[src/rtl/spi_reg_ctrl_if.sv]
// Byte-level SPI slave link and register-bank bus shared by the command sequencer.
// The master side is the sequencer; the slave side is the SPI shifter plus register bank.
interface spi_reg_ctrl_if #(
    parameter int ADDR_W = 7
);
    logic              cs_active;
    logic              rx_valid;
    logic [7:0]        rx_byte;
    logic [7:0]        tx_byte;
    logic              tx_load;
    logic [ADDR_W-1:0] reg_addr;
    logic [7:0]        reg_wdata;
    logic              reg_we;
    logic              reg_re;
    logic [7:0]        reg_rdata;

    modport master (
        input  cs_active, rx_valid, rx_byte, reg_rdata,
        output tx_byte, tx_load, reg_addr, reg_wdata, reg_we, reg_re
    );

    modport slave (
        output cs_active, rx_valid, rx_byte, reg_rdata,
        input  tx_byte, tx_load, reg_addr, reg_wdata, reg_we, reg_re
    );
endinterface

[src/rtl/spi_reg_ctrl.sv]
// Parses SPI chip-select frames (command byte + data/dummy bytes) into register
// write/read strobes with address auto-increment; read data is returned as tx bytes.
module spi_reg_ctrl #(
    parameter int         ADDR_W   = 7,
    parameter int         NUM_REGS = 16,
    parameter logic [7:0] OOR_DATA = 8'hEE
) (
    input  logic                  clk,
    input  logic                  rst,
    spi_reg_ctrl_if.master        bus,
    output logic                  busy,
    output logic [7:0]            err_cnt
);
    localparam logic [2:0] S_IDLE     = 3'd0;
    localparam logic [2:0] S_CMD      = 3'd1;
    localparam logic [2:0] S_WR       = 3'd2;
    localparam logic [2:0] S_RD_ISSUE = 3'd3;
    localparam logic [2:0] S_RD_WAIT  = 3'd4;
    localparam logic [2:0] S_RD       = 3'd5;

    localparam logic [ADDR_W:0] NUM_REGS_LIM = (ADDR_W+1)'(NUM_REGS);

    logic [2:0]        r_state;
    logic              r_armed;
    logic [ADDR_W-1:0] r_addr;
    logic              r_rd_oor;
    logic [7:0]        r_tx_byte;
    logic              r_tx_load;
    logic [ADDR_W-1:0] r_reg_addr;
    logic [7:0]        r_reg_wdata;
    logic              r_reg_we;
    logic              r_reg_re;
    logic [7:0]        r_err_cnt;

    logic [ADDR_W-1:0] w_cmd_addr;
    logic [ADDR_W-1:0] w_issue_addr;
    logic              w_issue_ok;
    logic              w_addr_ok;
    logic              w_go_issue;
    logic              w_wr_hit;
    logic              w_err_hit;

    assign w_cmd_addr   = bus.rx_byte[ADDR_W-1:0];
    // A read is issued either straight from the command byte or from a dummy byte.
    assign w_go_issue   = bus.cs_active && bus.rx_valid &&
                          (((r_state == S_CMD) && bus.rx_byte[7]) || (r_state == S_RD));
    assign w_issue_addr = (r_state == S_CMD) ? w_cmd_addr : r_addr;
    assign w_issue_ok   = {1'b0, w_issue_addr} < NUM_REGS_LIM;
    assign w_addr_ok    = {1'b0, r_addr} < NUM_REGS_LIM;
    assign w_wr_hit     = bus.cs_active && bus.rx_valid && (r_state == S_WR);
    assign w_err_hit    = (w_go_issue && !w_issue_ok) || (w_wr_hit && !w_addr_ok);

    always_ff @(posedge clk) begin
        if (rst) begin
            r_state     <= S_IDLE;
            r_armed     <= 1'b0;
            r_addr      <= '0;
            r_rd_oor    <= 1'b0;
            r_tx_byte   <= 8'h00;
            r_tx_load   <= 1'b0;
            r_reg_addr  <= '0;
            r_reg_wdata <= 8'h00;
            r_reg_we    <= 1'b0;
            r_reg_re    <= 1'b0;
            r_err_cnt   <= 8'h00;
        end else begin
            r_reg_we  <= 1'b0;
            r_reg_re  <= 1'b0;
            r_tx_load <= 1'b0;
            if (w_err_hit && (r_err_cnt != 8'hFF)) begin
                r_err_cnt <= r_err_cnt + 8'd1;
            end
            // Dropping CS aborts from any state; later pulses are simply never issued.
            if (!bus.cs_active) begin
                r_armed <= 1'b1;
                r_state <= S_IDLE;
            end else begin
                case (r_state)
                    S_IDLE: begin
                        if (r_armed) begin
                            r_armed <= 1'b0;
                            r_state <= S_CMD;
                        end
                    end
                    S_CMD: begin
                        if (bus.rx_valid) begin
                            r_addr  <= w_cmd_addr;
                            r_state <= bus.rx_byte[7] ? S_RD_ISSUE : S_WR;
                        end
                    end
                    S_WR: begin
                        if (bus.rx_valid) begin
                            r_reg_we    <= w_addr_ok;
                            r_reg_wdata <= bus.rx_byte;
                            r_reg_addr  <= r_addr;
                            r_addr      <= r_addr + ADDR_W'(1);
                        end
                    end
                    S_RD_ISSUE: r_state <= S_RD_WAIT;
                    S_RD_WAIT: begin
                        r_tx_byte <= r_rd_oor ? OOR_DATA : bus.reg_rdata;
                        r_tx_load <= 1'b1;
                        r_addr    <= r_addr + ADDR_W'(1);
                        r_state   <= S_RD;
                    end
                    S_RD: begin
                        if (bus.rx_valid) begin
                            r_state <= S_RD_ISSUE;
                        end
                    end
                    default: r_state <= S_IDLE;
                endcase
                if (w_go_issue) begin
                    r_reg_re   <= w_issue_ok;
                    r_reg_addr <= w_issue_addr;
                    r_rd_oor   <= !w_issue_ok;
                end
            end
        end
    end

    assign bus.tx_byte   = r_tx_byte;
    assign bus.tx_load   = r_tx_load;
    assign bus.reg_addr  = r_reg_addr;
    assign bus.reg_wdata = r_reg_wdata;
    assign bus.reg_we    = r_reg_we;
    assign bus.reg_re    = r_reg_re;
    assign busy          = (r_state != S_IDLE);
    assign err_cnt       = r_err_cnt;
endmodule

[src/flat_wrapper.sv]
// flat-port wrapper written by rule: the top's interface ports become plain ports
module spi_reg_ctrl_flat 
#(
    parameter int         ADDR_W   = 7,
    parameter int         NUM_REGS = 16,
    parameter logic [7:0] OOR_DATA = 8'hEE
)
  (clk, rst, busy, err_cnt, bus_cs_active, bus_rx_valid, bus_rx_byte, bus_reg_rdata, bus_tx_byte, bus_tx_load, bus_reg_addr, bus_reg_wdata, bus_reg_we, bus_reg_re);
  spi_reg_ctrl_if #(.ADDR_W(ADDR_W)) bus_i ();
  input  logic clk;
  input  logic rst;
  output logic busy;
  output logic [7:0] err_cnt;
  input wire logic [$bits(bus_i.cs_active)-1:0] bus_cs_active;
  input wire logic [$bits(bus_i.rx_valid)-1:0] bus_rx_valid;
  input wire logic [$bits(bus_i.rx_byte)-1:0] bus_rx_byte;
  input wire logic [$bits(bus_i.reg_rdata)-1:0] bus_reg_rdata;
  output wire logic [$bits(bus_i.tx_byte)-1:0] bus_tx_byte;
  output wire logic [$bits(bus_i.tx_load)-1:0] bus_tx_load;
  output wire logic [$bits(bus_i.reg_addr)-1:0] bus_reg_addr;
  output wire logic [$bits(bus_i.reg_wdata)-1:0] bus_reg_wdata;
  output wire logic [$bits(bus_i.reg_we)-1:0] bus_reg_we;
  output wire logic [$bits(bus_i.reg_re)-1:0] bus_reg_re;
  assign bus_i.cs_active = bus_cs_active;
  assign bus_i.rx_valid = bus_rx_valid;
  assign bus_i.rx_byte = bus_rx_byte;
  assign bus_i.reg_rdata = bus_reg_rdata;
  assign bus_tx_byte = bus_i.tx_byte;
  assign bus_tx_load = bus_i.tx_load;
  assign bus_reg_addr = bus_i.reg_addr;
  assign bus_reg_wdata = bus_i.reg_wdata;
  assign bus_reg_we = bus_i.reg_we;
  assign bus_reg_re = bus_i.reg_re;
  spi_reg_ctrl #(.ADDR_W(ADDR_W), .NUM_REGS(NUM_REGS), .OOR_DATA(OOR_DATA)) u_core (.clk(clk), .rst(rst), .bus(bus_i), .busy(busy), .err_cnt(err_cnt));
endmodule
[config.mk]
export PLATFORM = sky130hd
export DESIGN_NAME = spi_reg_ctrl_flat
export DESIGN_NICKNAME = d
export VERILOG_FILES = /design/src/rtl/spi_reg_ctrl_if.sv /design/src/rtl/spi_reg_ctrl.sv /design/src/flat_wrapper.sv
export SDC_FILE = /design/constraint.sdc
export NUM_CORES = 1
export LEC_CHECK = 0
export ABC_AREA = 1
export BUFFER_PORTS_ARGS = -buffer_cell sky130_fd_sc_hd__buf_2
export CAP_MARGIN = 0
export CORE_MARGIN = 3
export CORE_UTILIZATION = 55
export DETAILED_ROUTE_END_ITERATION = 8
export GPL_TIMING_DRIVEN = 0
export PLACE_DENSITY_LB_ADDON = 0.05
export SYNTH_ARGS = -nofsm -noshare
export SYNTH_HDL_FRONTEND = slang
export SYNTH_SLANG_ARGS = --single-unit
[constraint.sdc]
create_clock -name clk -period 4.4 [get_ports clk]
set_clock_uncertainty 0.2 [all_clocks]
set_input_delay 0.22 -clock clk [delete_from_list [all_inputs] [get_ports clk]]
set_output_delay 0.22 -clock clk [all_outputs]
set_load 0.02 [all_outputs]
==> impl_metrics.json, run 1 <==
{
  "io_pins": 55,
  "setup_viol_count_final": 0,
  "ys_ff_latch": 46,
  "clk_pin_slew_ps": 80,
  "overall_routing_resource_usage": 0.2130,
  "antenna_cells_inserted": 0,
  "worst_slew_margin_rel": 0.5771,
  "maximum_capacitance_violations": 0,
  "ys_types": 36,
  "die_footprint_mm2": 0.004809,
  "hold_ws_ps": 0.2293,
  "drc_errors": 0,
  "worst_ep_required_time_ps": 4390,
  "detailroute.via_count": 2163,
  "switching_power_mw": 0.1725,
  "fin_crit_sh": 0.4269,
  "floorplan.die.width_um": 69.35,
  "post_cts.repair.setup_buffers": 0,
  "syn-instance-count": 285,
  "max_freq_ghz": 0.5324,
  "cp_data_arrival_time_ps": 1870,
  "rows": 22,
  "powerDensity_mw_per_mm2": 278.8,
  "cts_root_buffer": "clkbuf_8",
  "synth_top_cell_area_share": 0.4172,
  "dr.pass1.iters": 4,
  "first_pass_grt_wire_length_um": 8473,
  "worstSetupPathType": "input port to register",
  "synthesis.area_mm2": 0.002207,
  "power.share.clock": 0.356,
  "tightestPinTransition_ps": 634.3,
  "ir_worst_vdd_v": 0.0002162,
  "die_span_in_y_um": 69.35,
  "drv_slew": 0,
  "combPwrFrac": 0.071,
  "hp-class": "input port to register",
  "antenna_found_initial": 0,
  "share_seq_of_total_power": 0.573,
  "drt_iter0_drc": 106,
  "globalRouteOverflowTotal": 0,
  "synth_fp_nets": 307,
  "total_clock_buffers_created_by_cts": 5,
  "nets": 369,
  "antenna_violating_nets_post_route": 0,
  "grt_setup_unrepaired": "no",
  "setup.worst_path.start_class": "input port",
  "share_of_cells_above_drive_strength_1": 0.2874,
  "vias_per_cell": 5.462,
  "wl_per_cell_um": 13.08,
  "power.static_leakage_nw": 1.188,
  "clock-sinks": 46,
  "crit_path_end_kind": "register",
  "clockBufferDepth": 2,
  "pin_count_of_the_biggest_net_entering_global_routing": 14,
  "timing.setup.tns_ps": 0,
  "depth_of_the_cts_h_tree": 2,
  "tritoncts": "yes",
  "synth_async_sr_flop_share": 0,
  "synth.top_cells.by_area": "dfxtp_1 42%, nand2_1 8.2%, a21oi_1 7.3%",
  "hold_viol_final": 0,
  "input_output_buffers": 53,
  "syn_avg_cell_area_um2": 7.744,
  "cp_max_fo": 10,
  "final.min_clock_period_ps": 1878,
  "yosys.cell_count.top_type": "nand2_1",
  "place_area_mm2": 0.002532,
  "synth-warning-count": 0,
  "number_of_global_route_vias_before_repair": 1943,
  "switching_share": 0.2340,
  "final_area_mm2": 0.002644,
  "postCtsHoldBufs": 2,
  "syn_to_final_growth_pct": 19.78,
  "floorplan.initialDensity": 0.5853,
  "postSynth.topFlopCell": "dfxtp_1",
  "power_report.internal_total_mw": 0.5645,
  "latest_clock_arrival_within_the_worst_skew_pair_ps": 290,
  "cts_resized": 0,
  "core-area_mm2": 0.003771,
  "synth_seq_area_share": 0.4172,
  "netlist.top_cell.by_area": "dfxtp_1",
  "synth_enable_flop_cells": 0,
  "total_routed_length_um": 5180,
  "gp_congestion": 0.8854,
  "post-dp-hpwl_um": 3864,
  "status": "finished clean",
  "synth.top_cells.by_count": "48 x nand2_1, 46 x dfxtp_1, 32 x a21oi_1, 22 x nand3_1, 21 x inv_1"
}
[per-layer routing]
| metal | global-route usage | vias up | wire length [µm] |
|---|---|---|---|
| met4 | 0.07809 | 0 | 64 |
| li1 | - | 1091 | - |
| met3 | 0.04203 | 7 | 382 |
| met2 | 0.3411 | 66 | 2390 |
| met5 | 0 | - | 0 |
| met1 | 0.2835 | 999 | 2343 |
[through the flow]
stage / total power, mW / worst slack [ps] / cells / utilization
global route: 0.7623 / 2400 / 396 / 0.7011
floorplan: 0.4626 / 2598 / 285 / -
CTS: 0.7423 / 2540 / 396 / 0.7011
finish: 0.7370 / 2522 / 396 / 0.7011
global placement: 0.4817 / 2578 / 386 / 0.6715
detailed placement: 0.4825 / 2609 / 386 / 0.6715
[state kept, by name, summed over array words and instances, names as in the netlist]
signal	cells
u_core.bus.reg_addr	7
u_core.bus.reg_re	1
u_core.bus.reg_wdata	8
u_core.bus.reg_we	1
u_core.bus.tx_byte	8
u_core.bus.tx_load	1
u_core.err_cnt	8
u_core.r_addr	7
u_core.r_armed	1
u_core.r_rd_oor	1
u_core.r_state	3
[worst max-delay path: stages]
cell and delay, ps:
dlygate4sd3_1 530, buf_2 140, or2_1 280, nand3_4 130, nand2_2 80, buf_4 170, o21ai_0 140, o21bai_1 130
inv_1 50
[placed cells by master (no fill, tap or decap), drive strengths merged]
cell / synthesis / routed
nand2: 61 / 61
buf: 4 / 57
dfxtp: 46 / 46
a21oi: 39 / 39
inv: 29 / 29
nand3: 26 / 26
nor2: 18 / 18
o21ai: 18 / 18
o211ai: 13 / 13
clkbuf: 5 / 12
xor2: 6 / 6
xnor2: 3 / 3
nor3: 3 / 3
a22oi: 2 / 2
o22ai: 2 / 2
nand4: 2 / 2
ha: 2 / 2
dlygate4sd3: 0 / 2
or2: 2 / 2
clkinv: 1 / 2
o21bai: 1 / 1
o21a: 1 / 1
a31oi: 1 / 1
[area by class of cell]
type	instances	area (µm²)
repair buffers	55	285.3
multi-input cells	200	1134
fillers	330	1127
clock buffers	7	86.33
plain buffers	9	40.04
well taps	48	60.06
flip-flops and latches	46	920.9
clock inverters	1	5.005
inverters	30	112.6
[worst paths after layout]
path,startpoint,end,slack (ps),depth (start not counted)
max,bus_rx_byte[7],u_core.bus.reg_addr[0],2520,9
min,bus_reg_rdata[0],u_core.bus.tx_byte[0],0.2,3
min reg2reg,u_core.bus.tx_byte[3],u_core.bus.tx_byte[3],270,2
max reg2reg,u_core.r_state[0],u_core.r_addr[3],2590,8
[cell families after synthesis]
logic type                 share of synthesized area
DFF                                           0.4172
xor gates and xnor gates                     0.03572
adders and majority gates                    0.01134
and+or+nand+nor                               0.2574
AOI/OAI and AO/OA                             0.2092
buffers and inverters                        0.06916
[power by group through the flow]
stage	sequential, mW	clock, mW	combinational [mW]
final	0.422	0.263	0.0521
after global routing	0.423	0.282	0.0578
after CTS	0.422	0.268	0.0521
after detailed placement	0.432	0	0.0504
after global placement	0.432	0	0.0495
after floorplan	0.433	0	0.0299
(Power assumes the default switching activity.)
==> run 2, diff against run 1 <==
CORE_UTILIZATION = 47   (was 55)
clock period = 1.7 ns   (was 4.4 ns; I/O delays follow)
==> impl_metrics.json, run 2 (synthesis results as in run 1) <==
{
  "status": "finished clean",
  "floorplan.initialDensity": 0.4966,
  "hp-class": "input port to register",
  "share_of_cells_above_drive_strength_1": 0.3573,
  "fillerInstances": 374,
  "number_of_global_route_vias_before_repair": 1893,
  "antenna_found_initial": 0,
  "fin_crit_sh": 0.9984,
  "layoutNonFillerInstCount": 427,
  "ir_worst_vdd_v": 0.0004714,
  "numPlacedInstances": 390,
  "dr.pass1.iters": 4,
  "nets": 396,
  "max_freq_ghz": 0.5892,
  "globalRouteOverflowTotal": 0,
  "cp_max_fo": 7,
  "pin_count_of_the_biggest_net_entering_global_routing": 14,
  "io_pins": 55,
  "met2WireLength_um": 2827,
  "worst_ep_required_time_ps": 1740,
  "power.static_leakage_nw": 1.342,
  "topRoutingLayerUsed": "met4",
  "first_pass_grt_wire_length_um": 9032,
  "input_output_buffers": 53,
  "die_span_in_y_um": 74.53,
  "core-area_mm2": 0.004444,
  "cts_root_buffer": "clkbuf_8",
  "latest_clock_arrival_within_the_worst_skew_pair_ps": 300,
  "drc_errors": 0,
  "post-dp-hpwl_um": 3944,
  "clk_pin_slew_ps": 80,
  "hold_viol_final": 0,
  "die_footprint_mm2": 0.005554,
  "leading_cell_type_in_the_layout_fill_and_taps_excluded": "buf_2",
  "cp_data_arrival_time_ps": 1730,
  "drt_iter0_drc": 100,
  "setup.worst_path.start_class": "register",
  "depth_of_the_cts_h_tree": 2,
  "syn_to_final_growth_pct": 38.49,
  "total_clock_buffers_created_by_cts": 5,
  "worstSetupPathType": "register to register",
  "vias_per_cell": 5.237,
  "final.min_clock_period_ps": 1697,
  "detailroute.via_count": 2236,
  "clock-sinks": 46,
  "crit_path_end_kind": "register",
  "met3_length_um": 322,
  "tightestPinTransition_ps": 657.8,
  "mostFrequentLayoutCells": "53 x buf_2, 40 x dfxtp_1, 38 x nand2_1",
  "rows": 24,
  "clockBufferDepth": 2,
  "met1Wirelength_um": 2828,
  "gp_congestion": 0.9484,
  "wl_per_cell_um": 14.26,
  "grt_setup_unrepaired": "yes",
  "antenna_violating_nets_post_route": 0,
  "tritoncts": "yes",
  "floorplan.die.width_um": 74.53,
  "hold_ws_ps": 26.76,
  "total_routed_length_um": 6090,
  "maximum_capacitance_violations": 0,
  "setup_viol_count_final": 0,
  "worst_slew_margin_rel": 0.5615,
  "overall_routing_resource_usage": 0.2107,
  "drv_slew": 0,
  "powerDensity_mw_per_mm2": 681.8,
  "antenna_cells_inserted": 0
}
## run 2: final cells by class
type,instances,area [µm²],area share
buffer,8,41.29,0.01351
clock buffer,7,76.32,0.02497
clock inverter,1,30.03,0.009824
inverter,30,120.1,0.03930
multi-input combinational,202,1261,0.4126
sequential,46,935.9,0.3062
tap,52,65.06,0.02129
timing repair buffer,81,526.8,0.1723
## run 2: repair_timing
item                                   CTS  global route
resized for setup                        5            35
hold buffers                            19             0
setup endpoints to repair               21            26
endpoints found under the hold margin   24             0
gates cloned                             0             2
pin swaps                                1            13
buffers inserted                         2             7
## run 2: metal layers
layer,global-route usage,vias to the layer above
met5,0,-
met4,0.08103,0
met3,0.04595,11
met2,0.3141,57
met1,0.2965,1027
li1,-,1141
## run 2: worst paths after layout
check / from / end / slack, ps / cells past startpoint
worst max-delay path: u_core.r_state[0] / u_core.err_cnt[2] / 3 / 10
worst min-delay path: rst / u_core.bus.reg_re / 30 / 2
worst max register to register: u_core.r_state[0] / u_core.err_cnt[2] / 3 / 10
worst min register to register: u_core.bus.tx_byte[2] / u_core.bus.tx_byte[2] / 270 / 2
## run 2: stage by stage
step | setup TNS [ps] | power, mW | utilization | setup slack (ps) | area [µm²]
floorplan | 0 | 1.197 | - | 95.06 | 2220
global placement | -1203 | 1.248 | 0.5738 | -119.0 | 2550
detailed placement | -1278 | 1.249 | 0.5738 | -118.8 | 2550
CTS | 0 | 2.068 | 0.6470 | 0.1803 | 2875
global route | -703.3 | 2.154 | 0.6878 | -84.33 | 3057
finish | 0 | 2.084 | 0.6878 | 2.658 | 3057
## run 2: power by group
part / internal, mW / switching (mW)
Sequential: 1.08 / 0.00941
Combinational: 0.0850 / 0.106
Clock: 0.440 / 0.362
Total: 1.61 / 0.478
## run 2: worst max-delay path: stages, from the launching register on
cell     delay, ps
dfxtp_4        390
inv_2           60
nor2_4         180
nand3_2        120
nand2_2        100
nand3_4         80
nand2_4        120
nand2_8         80
nand2_8        110
nand2_2         60
a21oi_2        120
==> run 3, diff against run 2 <==
BUFFER_PORTS_ARGS = default   (was -buffer_cell sky130_fd_sc_hd__buf_2)
CORE_UTILIZATION = 55   (was 47)
DONT_BUFFER_PORTS = 1   (was default)
==> impl_metrics.json, run 3 (synthesis results as in run 1) <==
{
  "core-area_mm2": 0.003771,
  "cts_root_buffer": "clkbuf_8",
  "share_of_cells_above_drive_strength_1": 0.2261,
  "power.static_leakage_nw": 1.027,
  "nets": 335,
  "total_routed_length_um": 5504,
  "overall_routing_resource_usage": 0.2231,
  "antenna_violating_nets_post_route": 0,
  "tritoncts": "yes",
  "fin_util": 0.7150,
  "final_area_mm2": 0.002696,
  "status": "complete, but fails checks",
  "worst_ep_required_time_ps": 1700,
  "clk_pin_slew_ps": 90,
  "drv_slew": 0,
  "worst_slack_ps": -11.77,
  "setup_viol_count_final": 7,
  "max_freq_ghz": 0.5842,
  "antenna_found_initial": 0,
  "globalRouteOverflowTotal": 0,
  "input_output_buffers": 0,
  "leading_cell_type_in_the_layout_fill_and_taps_excluded": "nand2_1",
  "tightestPinTransition_ps": 683.8,
  "pin_count_of_the_biggest_net_entering_global_routing": 15,
  "depth_of_the_cts_h_tree": 2,
  "drc_errors": 0,
  "hold_ws_ps": -155.3,
  "die_footprint_mm2": 0.004809,
  "cp_data_arrival_time_ps": 1710,
  "ir_worst_vdd_v": 0.0004383,
  "maximum_capacitance_violations": 0,
  "fin_crit_sh": 1.007,
  "wl_per_cell_um": 15.20,
  "gp_congestion": 0.9133,
  "powerDensity_mw_per_mm2": 719.6,
  "vias_per_cell": 5.552,
  "syn_to_final_growth_pct": 22.17,
  "grt_setup_unrepaired": "yes",
  "failed_checks": "negative hold slack, negative setup slack",
  "mostFrequentLayoutCells": "43 x nand2_1, 37 x dfxtp_1, 32 x a21oi_1",
  "crit_path_end_kind": "register",
  "worst_slew_margin_rel": 0.5441,
  "place_area_mm2": 0.002280,
  "detailroute.via_count": 2010,
  "die_span_in_y_um": 69.35,
  "clock-sinks": 46,
  "number_of_global_route_vias_before_repair": 1919,
  "setup.worst_path.start_class": "register",
  "cp_max_fo": 9,
  "postCtsHoldBufs": 19,
  "drt_iter0_drc": 111,
  "final.min_clock_period_ps": 1712,
  "hp-class": "input port to register",
  "fillerInstances": 308,
  "floorplan.initialDensity": 0.5853,
  "post-dp-hpwl_um": 3704,
  "floorplan.die.width_um": 69.35,
  "clockBufferDepth": 2,
  "antenna_cells_inserted": 0,
  "hold_viol_final": 12,
  "dr.pass1.iters": 4,
  "latest_clock_arrival_within_the_worst_skew_pair_ps": 300,
  "total_clock_buffers_created_by_cts": 5,
  "worstSetupPathType": "register to register",
  "io_pins": 55,
  "rows": 22,
  "first_pass_grt_wire_length_um": 8880
}
-- run 3: cell count changes in the layout (fill, tap and decap cells not counted), moves of 2 or more --
cell      previous run  this run
buf_2               53         0
dfxtp_1             40        37
nor2_2               4         2
buf_4                8         4
dfxtp_4              3         5
nand2_1             38        43
clkbuf_1             7         5
nand2_2             19        13
buf_6                2         0
nor2_1               9        11
-- run 3: path summary, 6_finish.rpt --
kind         cells after the start                      to               from  slack (ps)
min                              3   u_core.bus.tx_byte[1]      bus_cs_active        -160
max reg2reg                      9  u_core.bus.reg_addr[0]  u_core.r_state[0]         -10
max                              9  u_core.bus.reg_addr[0]  u_core.r_state[0]         -10
min reg2reg                      2          u_core.r_armed     u_core.r_armed         290
-- run 3: repair_timing --
action,4_1_cts,5_1_grt
pin swaps,1,5
gates resized for setup,15,19
setup endpoints to repair,22,28
endpoints found under the hold margin,34,11
cloned,0,1
buffers inserted,1,1
-- run 3: metrics by stage --
stage	power (mW)	hold WS (ps)	setup slack, ps	TNS, ps	instances
detailed placement	1.220	30.81	-133.1	-1129	333
global route	2.017	-130.5	-122.0	-1219	362
global placement	1.220	30.35	-127.8	-887.9	333
CTS	1.954	-170.2	4.722	0	361
floorplan	1.197	19.91	95.06	0	285
finish	1.940	-155.3	-11.77	-31.94	362
-- run 3: critical path: stages (launching register included) --
cell	delay (ps)
dfxtp_4	410
inv_4	50
nor2_4	180
nand3_4	150
nor2_4	220
inv_2	90
nor2_1	90
a21oi_1	50
o21bai_1	120
inv_1	50
-- run 3: report_power, final --
group / switching, mW / total [mW] / internal, mW / leakage (nW)
clock: 0.368 / 0.695 / 0.327 / 0.0472
combinational: 0.0907 / 0.154 / 0.0634 / 0.603
sequential: 0.0129 / 1.09 / 1.08 / 0.377
total: 0.472 / 1.94 / 1.47 / 1.03
-- run 3: cell type report --
| class | instances | area (µm²) | share of cell area |
|---|---|---|---|
| multi-input cells | 201 | 1236 | 0.4585 |
| inverters | 30 | 117.6 | 0.04362 |
| flip-flops and latches | 46 | 944.7 | 0.3503 |
| repair buffers | 21 | 205.2 | 0.07610 |
| clock inverters | 2 | 12.51 | 0.004640 |
| well taps | 48 | 60.06 | 0.02227 |
| plain buffers | 8 | 37.54 | 0.01392 |
| clock buffers | 6 | 82.58 | 0.03063 |
-- run 3: metal layers --
layer	vias up	routed length, µm	GRT usage
met2	57	2508	0.3538
met3	8	343	0.05942
li1	1019	-	-
met1	926	2582	0.2980
met5	-	0	0
met4	0	69	0.06291
